==> config.mk <==
export PLATFORM = sky130hd
export DESIGN_NAME = bundle_element_sequencer_flat
export DESIGN_NICKNAME = d
export VERILOG_FILES = /design/src/rtl/bundle_seq_pkg.sv /design/src/rtl/bundle_element_sequencer_if.sv /design/src/rtl/bundle_element_sequencer.sv /design/src/flat_wrapper.sv
export SDC_FILE = /design/constraint.sdc
export NUM_CORES = 1
export LEC_CHECK = 0
export CAP_MARGIN = 20
export CORE_MARGIN = 4
export CORE_UTILIZATION = 35
export CTS_CLUSTER_SIZE = 25
export DETAILED_ROUTE_END_ITERATION = 7
export PLACE_DENSITY = 0.72
export REMOVE_ABC_BUFFERS = 1
export SYNTH_ARGS = -nofsm -noshare
export SYNTH_HDL_FRONTEND = slang
export SYNTH_SLANG_ARGS = --single-unit
==> constraint.sdc <==
create_clock -name clk -period 1.8 [get_ports clk]
set_input_delay 0.27 -clock clk [delete_from_list [all_inputs] [get_ports clk]]
set_output_delay 0.27 -clock clk [all_outputs]
set_load 0.01 [all_outputs]
==> src/rtl/bundle_seq_pkg.sv <==
// bundle_seq_pkg: shared state type and HV memory address helper for the bundle element sequencer.
package bundle_seq_pkg;

    typedef enum logic [2:0] {
        IDLE,
        FETCH,
        LOAD,
        ISSUE,
        GAP,
        WAIT_LOW,
        WAIT_RES,
        WRITE
    } BundleSeq_State_t;

    // Vector-major layout: all elements of vector v are contiguous.
    function automatic int unsigned hv_addr(input int unsigned v, input int unsigned e, input int unsigned dim);
        return v * dim + e;
    endfunction

endpackage

==> src/rtl/bundle_element_sequencer_if.sv <==
// bundle_element_sequencer_if: control, HV memory read, bundler stream and result write signals.
interface bundle_element_sequencer_if #(
    parameter int HV_DATA_WIDTH = 32,
    parameter int ADDR_WIDTH    = 16
);
    logic                     start;
    logic                     busy;
    logic                     done_all;
    logic                     err;
    logic                     mem_rd_en;
    logic [ADDR_WIDTH-1:0]    mem_addr;
    logic [HV_DATA_WIDTH-1:0] mem_rd_data;
    logic                     bnd_valid;
    logic                     bnd_first;
    logic                     bnd_last;
    logic [HV_DATA_WIDTH-1:0] bnd_data;
    logic                     bnd_ready;
    logic                     bnd_done;
    logic [HV_DATA_WIDTH-1:0] bnd_result;
    logic                     res_wr_en;
    logic [ADDR_WIDTH-1:0]    res_addr;
    logic [HV_DATA_WIDTH-1:0] res_data;

    modport master (
        input  start, mem_rd_data, bnd_ready, bnd_done, bnd_result,
        output busy, done_all, err, mem_rd_en, mem_addr,
               bnd_valid, bnd_first, bnd_last, bnd_data,
               res_wr_en, res_addr, res_data
    );

    modport slave (
        output start, mem_rd_data, bnd_ready, bnd_done, bnd_result,
        input  busy, done_all, err, mem_rd_en, mem_addr,
               bnd_valid, bnd_first, bnd_last, bnd_data,
               res_wr_en, res_addr, res_data
    );
endinterface

==> src/rtl/bundle_element_sequencer.sv <==
// bundle_element_sequencer: streams element e of NUM_HV stored vectors into the bundler and writes each cut result to address e.
// Define BUNDLE_SEQ_TIMEOUT_EN to build the ISSUE/WAIT_LOW/WAIT_RES watchdog that raises err.
module bundle_element_sequencer
    import bundle_seq_pkg::*;
#(
    parameter int HV_DATA_WIDTH  = 32,
    parameter int NUM_HV         = 4,
    parameter int HV_DIM         = 64,
    parameter int ADDR_WIDTH     = 16,
    parameter int TIMEOUT_CYCLES = 255
) (
    input logic                        clk,
    input logic                        reset_n,
    bundle_element_sequencer_if.master bus
);
    localparam int VW = $clog2(NUM_HV);
    localparam int EW = HV_DIM > 1 ? $clog2(HV_DIM) : 1;

    if (NUM_HV < 2 || TIMEOUT_CYCLES < 1 ||
        longint'(NUM_HV) * longint'(HV_DIM) > (longint'(1) << ADDR_WIDTH)) begin : g_param_chk
        $error("bundle_element_sequencer: illegal NUM_HV/HV_DIM/ADDR_WIDTH/TIMEOUT_CYCLES");
    end

    BundleSeq_State_t         state_q, state_d;
    logic [VW-1:0]            v_q, v_d;
    logic [EW-1:0]            e_q, e_d;
    logic [HV_DATA_WIDTH-1:0] data_q, data_d;
    logic [HV_DATA_WIDTH-1:0] res_q, res_d;
    logic                     first_q, first_d;
    logic                     last_q, last_d;
    logic                     done_q, done_d;

`ifdef BUNDLE_SEQ_TIMEOUT_EN
    localparam int CW = $clog2(TIMEOUT_CYCLES + 1);
    logic [CW-1:0] cnt_q, cnt_d;
    logic          err_q, err_d;
    logic          timed;
    assign timed = state_q inside {ISSUE, WAIT_LOW, WAIT_RES};
`endif

    always_comb begin
        state_d = state_q;
        v_d     = v_q;
        e_d     = e_q;
        data_d  = data_q;
        res_d   = res_q;
        first_d = first_q;
        last_d  = last_q;
        done_d  = 1'b0;
        case (state_q)
            IDLE:     state_d = bus.start ? FETCH : IDLE;
            FETCH:    state_d = LOAD;
            LOAD: begin
                data_d  = bus.mem_rd_data;
                first_d = v_q == '0;
                last_d  = v_q == VW'(NUM_HV - 1);
                state_d = ISSUE;
            end
            ISSUE:    state_d = bus.bnd_ready ? GAP : ISSUE;
            GAP: begin
                v_d     = v_q == VW'(NUM_HV - 1) ? v_q : v_q + 1'b1;
                state_d = v_q == VW'(NUM_HV - 1) ? WAIT_LOW : FETCH;
            end
            // The bundler drops done once it has taken the group; only then is a high done a fresh result.
            WAIT_LOW: state_d = bus.bnd_done ? WAIT_LOW : WAIT_RES;
            WAIT_RES: begin
                res_d   = bus.bnd_done ? bus.bnd_result : res_q;
                state_d = bus.bnd_done ? WRITE : WAIT_RES;
            end
            WRITE: begin
                v_d     = '0;
                done_d  = e_q == EW'(HV_DIM - 1);
                e_d     = e_q == EW'(HV_DIM - 1) ? '0 : e_q + 1'b1;
                state_d = e_q == EW'(HV_DIM - 1) ? IDLE : FETCH;
            end
            default:  state_d = IDLE;
        endcase
`ifdef BUNDLE_SEQ_TIMEOUT_EN
        err_d = (state_q == IDLE && bus.start) ? 1'b0 : err_q;
        if (timed && state_d == state_q && cnt_q == CW'(TIMEOUT_CYCLES - 1)) begin
            err_d   = 1'b1;
            done_d  = 1'b1;
            data_d  = '0;
            first_d = 1'b0;
            last_d  = 1'b0;
            v_d     = '0;
            e_d     = '0;
            state_d = IDLE;
        end
        cnt_d = (timed && state_d == state_q) ? cnt_q + 1'b1 : '0;
`endif
    end

    always_ff @(posedge clk or negedge reset_n) begin
        if (!reset_n) begin
            state_q <= IDLE;
            v_q     <= '0;
            e_q     <= '0;
            data_q  <= '0;
            res_q   <= '0;
            first_q <= 1'b0;
            last_q  <= 1'b0;
            done_q  <= 1'b0;
`ifdef BUNDLE_SEQ_TIMEOUT_EN
            cnt_q   <= '0;
            err_q   <= 1'b0;
`endif
        end else begin
            state_q <= state_d;
            v_q     <= v_d;
            e_q     <= e_d;
            data_q  <= data_d;
            res_q   <= res_d;
            first_q <= first_d;
            last_q  <= last_d;
            done_q  <= done_d;
`ifdef BUNDLE_SEQ_TIMEOUT_EN
            cnt_q   <= cnt_d;
            err_q   <= err_d;
`endif
        end
    end

`ifdef BUNDLE_SEQ_TIMEOUT_EN
    assign bus.err = err_q;
`else
    assign bus.err = 1'b0;
`endif
    assign bus.busy      = state_q != IDLE;
    assign bus.done_all  = done_q;
    assign bus.mem_rd_en = state_q == FETCH;
    assign bus.mem_addr  = ADDR_WIDTH'(hv_addr(32'(v_q), 32'(e_q), HV_DIM));
    assign bus.bnd_valid = state_q == ISSUE && bus.bnd_ready;
    assign bus.bnd_first = first_q;
    assign bus.bnd_last  = last_q;
    assign bus.bnd_data  = data_q;
    assign bus.res_wr_en = state_q == WRITE;
    assign bus.res_addr  = ADDR_WIDTH'(e_q);
    assign bus.res_data  = res_q;

endmodule

==> src/flat_wrapper.sv <==
// flat-port wrapper written by rule: the top's interface ports become plain ports
module bundle_element_sequencer_flat import bundle_seq_pkg::*;
#(
    parameter int HV_DATA_WIDTH  = 32,
    parameter int NUM_HV         = 4,
    parameter int HV_DIM         = 64,
    parameter int ADDR_WIDTH     = 16,
    parameter int TIMEOUT_CYCLES = 255
)
  (clk, reset_n, bus_start, bus_mem_rd_data, bus_bnd_ready, bus_bnd_done, bus_bnd_result, bus_busy, bus_done_all, bus_err, bus_mem_rd_en, bus_mem_addr, bus_bnd_valid, bus_bnd_first, bus_bnd_last, bus_bnd_data, bus_res_wr_en, bus_res_addr, bus_res_data);
  bundle_element_sequencer_if #(.HV_DATA_WIDTH(HV_DATA_WIDTH), .ADDR_WIDTH(ADDR_WIDTH)) bus_i ();
  input logic clk;
  input logic reset_n;
  input wire logic [$bits(bus_i.start)-1:0] bus_start;
  input wire logic [$bits(bus_i.mem_rd_data)-1:0] bus_mem_rd_data;
  input wire logic [$bits(bus_i.bnd_ready)-1:0] bus_bnd_ready;
  input wire logic [$bits(bus_i.bnd_done)-1:0] bus_bnd_done;
  input wire logic [$bits(bus_i.bnd_result)-1:0] bus_bnd_result;
  output wire logic [$bits(bus_i.busy)-1:0] bus_busy;
  output wire logic [$bits(bus_i.done_all)-1:0] bus_done_all;
  output wire logic [$bits(bus_i.err)-1:0] bus_err;
  output wire logic [$bits(bus_i.mem_rd_en)-1:0] bus_mem_rd_en;
  output wire logic [$bits(bus_i.mem_addr)-1:0] bus_mem_addr;
  output wire logic [$bits(bus_i.bnd_valid)-1:0] bus_bnd_valid;
  output wire logic [$bits(bus_i.bnd_first)-1:0] bus_bnd_first;
  output wire logic [$bits(bus_i.bnd_last)-1:0] bus_bnd_last;
  output wire logic [$bits(bus_i.bnd_data)-1:0] bus_bnd_data;
  output wire logic [$bits(bus_i.res_wr_en)-1:0] bus_res_wr_en;
  output wire logic [$bits(bus_i.res_addr)-1:0] bus_res_addr;
  output wire logic [$bits(bus_i.res_data)-1:0] bus_res_data;
  assign bus_i.start = bus_start;
  assign bus_i.mem_rd_data = bus_mem_rd_data;
  assign bus_i.bnd_ready = bus_bnd_ready;
  assign bus_i.bnd_done = bus_bnd_done;
  assign bus_i.bnd_result = bus_bnd_result;
  assign bus_busy = bus_i.busy;
  assign bus_done_all = bus_i.done_all;
  assign bus_err = bus_i.err;
  assign bus_mem_rd_en = bus_i.mem_rd_en;
  assign bus_mem_addr = bus_i.mem_addr;
  assign bus_bnd_valid = bus_i.bnd_valid;
  assign bus_bnd_first = bus_i.bnd_first;
  assign bus_bnd_last = bus_i.bnd_last;
  assign bus_bnd_data = bus_i.bnd_data;
  assign bus_res_wr_en = bus_i.res_wr_en;
  assign bus_res_addr = bus_i.res_addr;
  assign bus_res_data = bus_i.res_data;
  bundle_element_sequencer #(.HV_DATA_WIDTH(HV_DATA_WIDTH), .NUM_HV(NUM_HV), .HV_DIM(HV_DIM), .ADDR_WIDTH(ADDR_WIDTH), .TIMEOUT_CYCLES(TIMEOUT_CYCLES)) u_core (.clk(clk), .reset_n(reset_n), .bus(bus_i));
endmodule
After elaboration in Yosys (flattened, before gate mapping)
Index checks and enable logic that the tools add are counted.
W data, S select, Z words.
{ "word_totals": {"output_inout_bits": 104, "elab_cells": 39, "ff_bits": 78} }
{ "op_classes": {"muxes": 11, "n_addsub": 3, "n_eq_ne": 10, "n_reduce_logical": 7} }
{ "op_table": {"columns": ["operator", "count"], "rows": [
  ["$pmux W3 S8", 1],
  ["$eq A3 B3 Y1 const B", 4],
  ["$add A8 B6 Y9", 1],
  ["$add A6 B1 Y6 const B", 1],
  ["$eq A3 B2 Y1 const B", 2],
  ["$eq A6 B6 Y1 const B", 1],
  ["$mux W3", 2],
  ["$mux W6", 1],
  ["$mux W1", 4],
  ["$mux W2", 2],
  ["$pmux W2 S2", 1],
  ["$reduce_and A2 Y1", 2],
  ["$eq A3 B1 Y1 const B", 1],
  ["$logic_not A3 Y1", 1],
  ["$reduce_bool A3 Y1", 1],
  ["$add A2 B1 Y2 const B", 1],
  ["$eq A2 B2 Y1 const B", 1],
  ["$logic_not A2 Y1", 1],
  ["$ne A2 B2 Y1 const B", 1],
  ["$reduce_bool A2 Y1", 1],
  ["$logic_and A1 B1 Y1", 1]
]} }

Logic depth before layout (Yosys ltp)
{ "depth": {"ltp_word": 3, "mapped_depth": 5, "ltp_nobuf": 4} }

Worst setup path after synthesis
No wires, ideal clock.
{ "synth_path": {"path_kind": "register to register", "start": "register u_core.state_q[0]", "end": "register u_core.data_q[10], in the netlist u_core.bus.bnd_data[10]", "t_required_ps": 1675, "setup_time_ps": 125, "n_path_buf": 2, "synth_period_minus_slack_ps": 1489, "slack_ps": 311, "stages_incl_launch_ff": 5, "arrival_time_ps": 1364, "path_cell_list": "dfrtp_1 > clkbuf_2 > nor3b_4 > buf_4 > mux2_2"} }
{ "synth_between": {"elab_chain_len": 1} }
{ "synth_rtl": {"columns": ["element", "line_no", "rtl"], "rows": [
  ["start: declaration", "bundle_element_sequencer.sv:24", "BundleSeq_State_t state_q, state_d;"],
  ["start signal: assignment", "bundle_element_sequencer.sv:109", "state_q <= state_d;"],
  ["$eq A3 B2 Y1", "bundle_element_sequencer.sv:50", "case (state_q)"],
  ["end signal: assignment", "bundle_element_sequencer.sv:112", "data_q <= data_d;"],
  ["end: declaration", "bundle_element_sequencer.sv:27", "logic [HV_DATA_WIDTH-1:0] data_q, data_d;"]
]} }
Every way passes these cells.
A chain may end at the register's enable or synchronous reset.

Worst setup path in the final report
{ "layout_path": {"start": "register u_core.state_q[0]", "end": "output bus_busy"} }
{ "layout_between": {"elab_chain_len": 1} }
{ "layout_rtl": {"columns": ["element", "line_no", "rtl"], "rows": [
  ["$reduce_bool A3 Y1", "bundle_element_sequencer.sv:129", "assign bus.busy = state_q != IDLE;"],
  ["end: declaration", "flat_wrapper.sv:19", "output wire logic [$bits(bus_i.busy)-1:0] bus_busy;"]
]} }
Every way passes these cells.

==> flow_summary.json <==
{
  "routedWlPerCell_um": 14.5,
  "gp_congestion": 0.773,
  "syn-cell-area_mm2": 0.00334,
  "clk_latency_ps": 340,
  "start_util_pct": 36.1,
  "grt_pass1_vias": 2510,
  "worstSetupStartpointType": "flip-flop",
  "drive_gt1_share_pct": 25.6,
  "port_buffers": 153,
  "timing.final.ws_setup_ps": 89.3,
  "met1_usage_pct": 16.8,
  "core_area_mm2": 0.00924,
  "routed_via_density": 4.39,
  "ir_drop_uv": 846,
  "grt_pass1_wl_mm": 12.6,
  "synth_edf_count": 0,
  "crit_fanout": 9,
  "vias": 2351,
  "leakage_uw": 0.00223,
  "status": "complete, no violations",
  "yosysUniqueCellTypes": 35,
  "rows": 35,
  "clock_path_buffers": 2,
  "min_period_ps": 1710,
  "hold_viol": 0,
  "drcViolationCount": 0,
  "ant_nets": 0,
  "cellPowerDensity_mw_per_mm2": 1660,
  "num_antenna_cells": 0,
  "setup_viol": 0,
  "synthFlopType": "dfrtp_1",
  "synth_area_per_cell_um2": 14.0,
  "numCtsBuffers": 9,
  "worstSetupEndpointType": "output port",
  "regArea_mm2": 0.00195,
  "crit_type": "flip-flop to output port",
  "antenna_found_initial": 0,
  "clockRootBuffer": "clkbuf_8",
  "multi_input_area_mm2": 0.00118,
  "gr-usage-met2_pct": 24.3,
  "ys_ff_latch": 78,
  "synthArstFlopShare_pct": 100,
  "die_area_mm2": 0.0112,
  "syn_inst": 238,
  "maxSlewViolCount": 0,
  "dp_hpwl_mm": 5.73,
  "setup_tns_ps": 0,
  "grt_usage_pct": 14.1,
  "placed_cell_area_mm2": 0.00496,
  "mostFrequentLayoutCell": "clkdlybuf4s50_1",
  "nNetsFinal": 473,
  "h-tree-depth": 3,
  "grt_start_max_net_pins": 47,
  "yosys_warnings": 0,
  "clock-sinks": 78,
  "die_x_um": 106,
  "die_h_um": 106,
  "arrival_ps": 1440,
  "synth.yosys.seq_area_share_pct": 58.5,
  "fin_area_mm2": 0.00522,
  "fillers": 766,
  "hold_class": "input pin to async pin",
  "fmax_ghz": 0.585,
  "synthToLayoutAreaGrowth_pct": 56.3,
  "grt_busiest_layer": "met2",
  "wl_mm": 7.75,
  "cp.required_ps": 1530,
  "skew_ps": 8.18,
  "finalCritPeriodShare_pct": 95.0,
  "rsz0062_at_grt": "no",
  "place_ws_ps": -43.9,
  "drtPass1Iterations": 4,
  "grt_overflow": 0,
  "globalRouteMet3Util_pct": 5.08,
  "cts_tree": "yes",
  "ios": 173,
  "final_cell_mix": "148 x clkdlybuf4s50_1, 76 x dfrtp_1, 67 x mux2_2, 19 x conb_1, 14 x buf_4",
  "whs_ps": 410,
  "drtIter0Drc": 66,
  "drv_cap": 0,
  "clk_pin_slew_ps": 80
}
-- sequential cells by signal, indices dropped and copies added, names as in the netlist --
signal                cells
u_core.bus.bnd_last       1
u_core.bus.done_all       1
u_core.bus.bnd_data      32
u_core.e_q                6
u_core.state_q            3
u_core.bus.res_data      32
u_core.v_q                2
u_core.bus.bnd_first      1
-- final timing paths --
path	from	end	slack (ps)	cells after the start
max in group asynchronous	reset_n	u_core.bus.bnd_data[4]$_DFFE_PN0P_	790	3
max reg2reg	u_core.state_q[0]$_DFF_PN0_	u_core.bus.bnd_data[21]$_DFFE_PN0P_	220	4
min	reset_n	u_core.bus.res_data[31]$_DFFE_PN0P_	410	2
max	u_core.state_q[0]$_DFF_PN0_	bus_busy	90	2
min reg2reg	u_core.bus.bnd_data[15]$_DFFE_PN0P_	u_core.bus.bnd_data[15]$_DFFE_PN0P_	510	1
min in group clk	u_core.bus.bnd_data[15]$_DFFE_PN0P_	u_core.bus.bnd_data[15]$_DFFE_PN0P_	510	1
-- power by group --
part	leakage [uW]	internal, uW	switching [uW]
clock network	0.000106	779	634
registers	0.000944	2590	486
logic	0.00118	2640	1530
-- cell families after synthesis --
kind of cell | synth area share [%]
compound gates | 3.64
xor+xnor | 0.525
fa+ha+maj | 1.12
buf+inv | 8.10
flops | 58.5
mux | 22.9
other cells | 0.112
simple gates | 5.10
-- per-stage QoR --
stage               total power [uW]  instances  utilization, %
floorplan                       4860        220               -
global placement                7180        514            53.7
detailed placement              7290        514            53.7
CTS                             8760        533            56.3
global route                    9230        535            56.4
finish                          8650        535            56.4
-- cell type report --
cell class              instances  area share, %
inverters                       3          0.216
clock buffers                  10           2.45
well taps                     129           3.10
flip-flops and latches         78           37.5
clock inverters                 6           1.66
repair buffers                170           32.4
multi-input cells             139           22.7
-- per-layer routing --
layer	up-vias	part of all wire (%)
met4	0	1.1
li1	1109	-
met3	7	6.6
met5	-	0
met1	1152	40
met2	83	53
-- worst max-delay path, cell delays in order (launching register included) --
cell	delay, ps
dfrtp_2	470
or3_1	340
dlygate4sd2_1	300
-- synth_stat cells, types with 2 or more instances --
| cell | n | area [um2] |
|---|---|---|
| buf_2 | 5 | 25.0 |
| and2_1 | 2 | 12.5 |
| nand2b_1 | 2 | 12.5 |
| nand2_1 | 9 | 33.8 |
| nor3b_1 | 2 | 15.0 |
| xnor2_1 | 2 | 17.5 |
| mux2_2 | 67 | 754 |
| buf_6 | 2 | 22.5 |
| ha_1 | 3 | 37.5 |
| nor2_1 | 5 | 18.8 |
| buf_4 | 27 | 203 |
| o2bb2ai_1 | 2 | 17.5 |
| dfrtp_1 | 78 | 1950 |
| a21oi_1 | 2 | 10.0 |
| nand3_1 | 4 | 20.0 |
| a21o_1 | 2 | 15.0 |
| inv_1 | 3 | 11.3 |
| o21ai_0 | 4 | 20.0 |
-- repair_timing --
action                                 4_1_cts  5_1_grt
gates cloned                                 0        0
endpoints found under the hold margin       32        0
gates resized for setup                      6        0
hold buffers                                 1        0
setup buffers                                2        2
setup endpoints to repair                    4        1
Power figures use the tool's default switching activity.
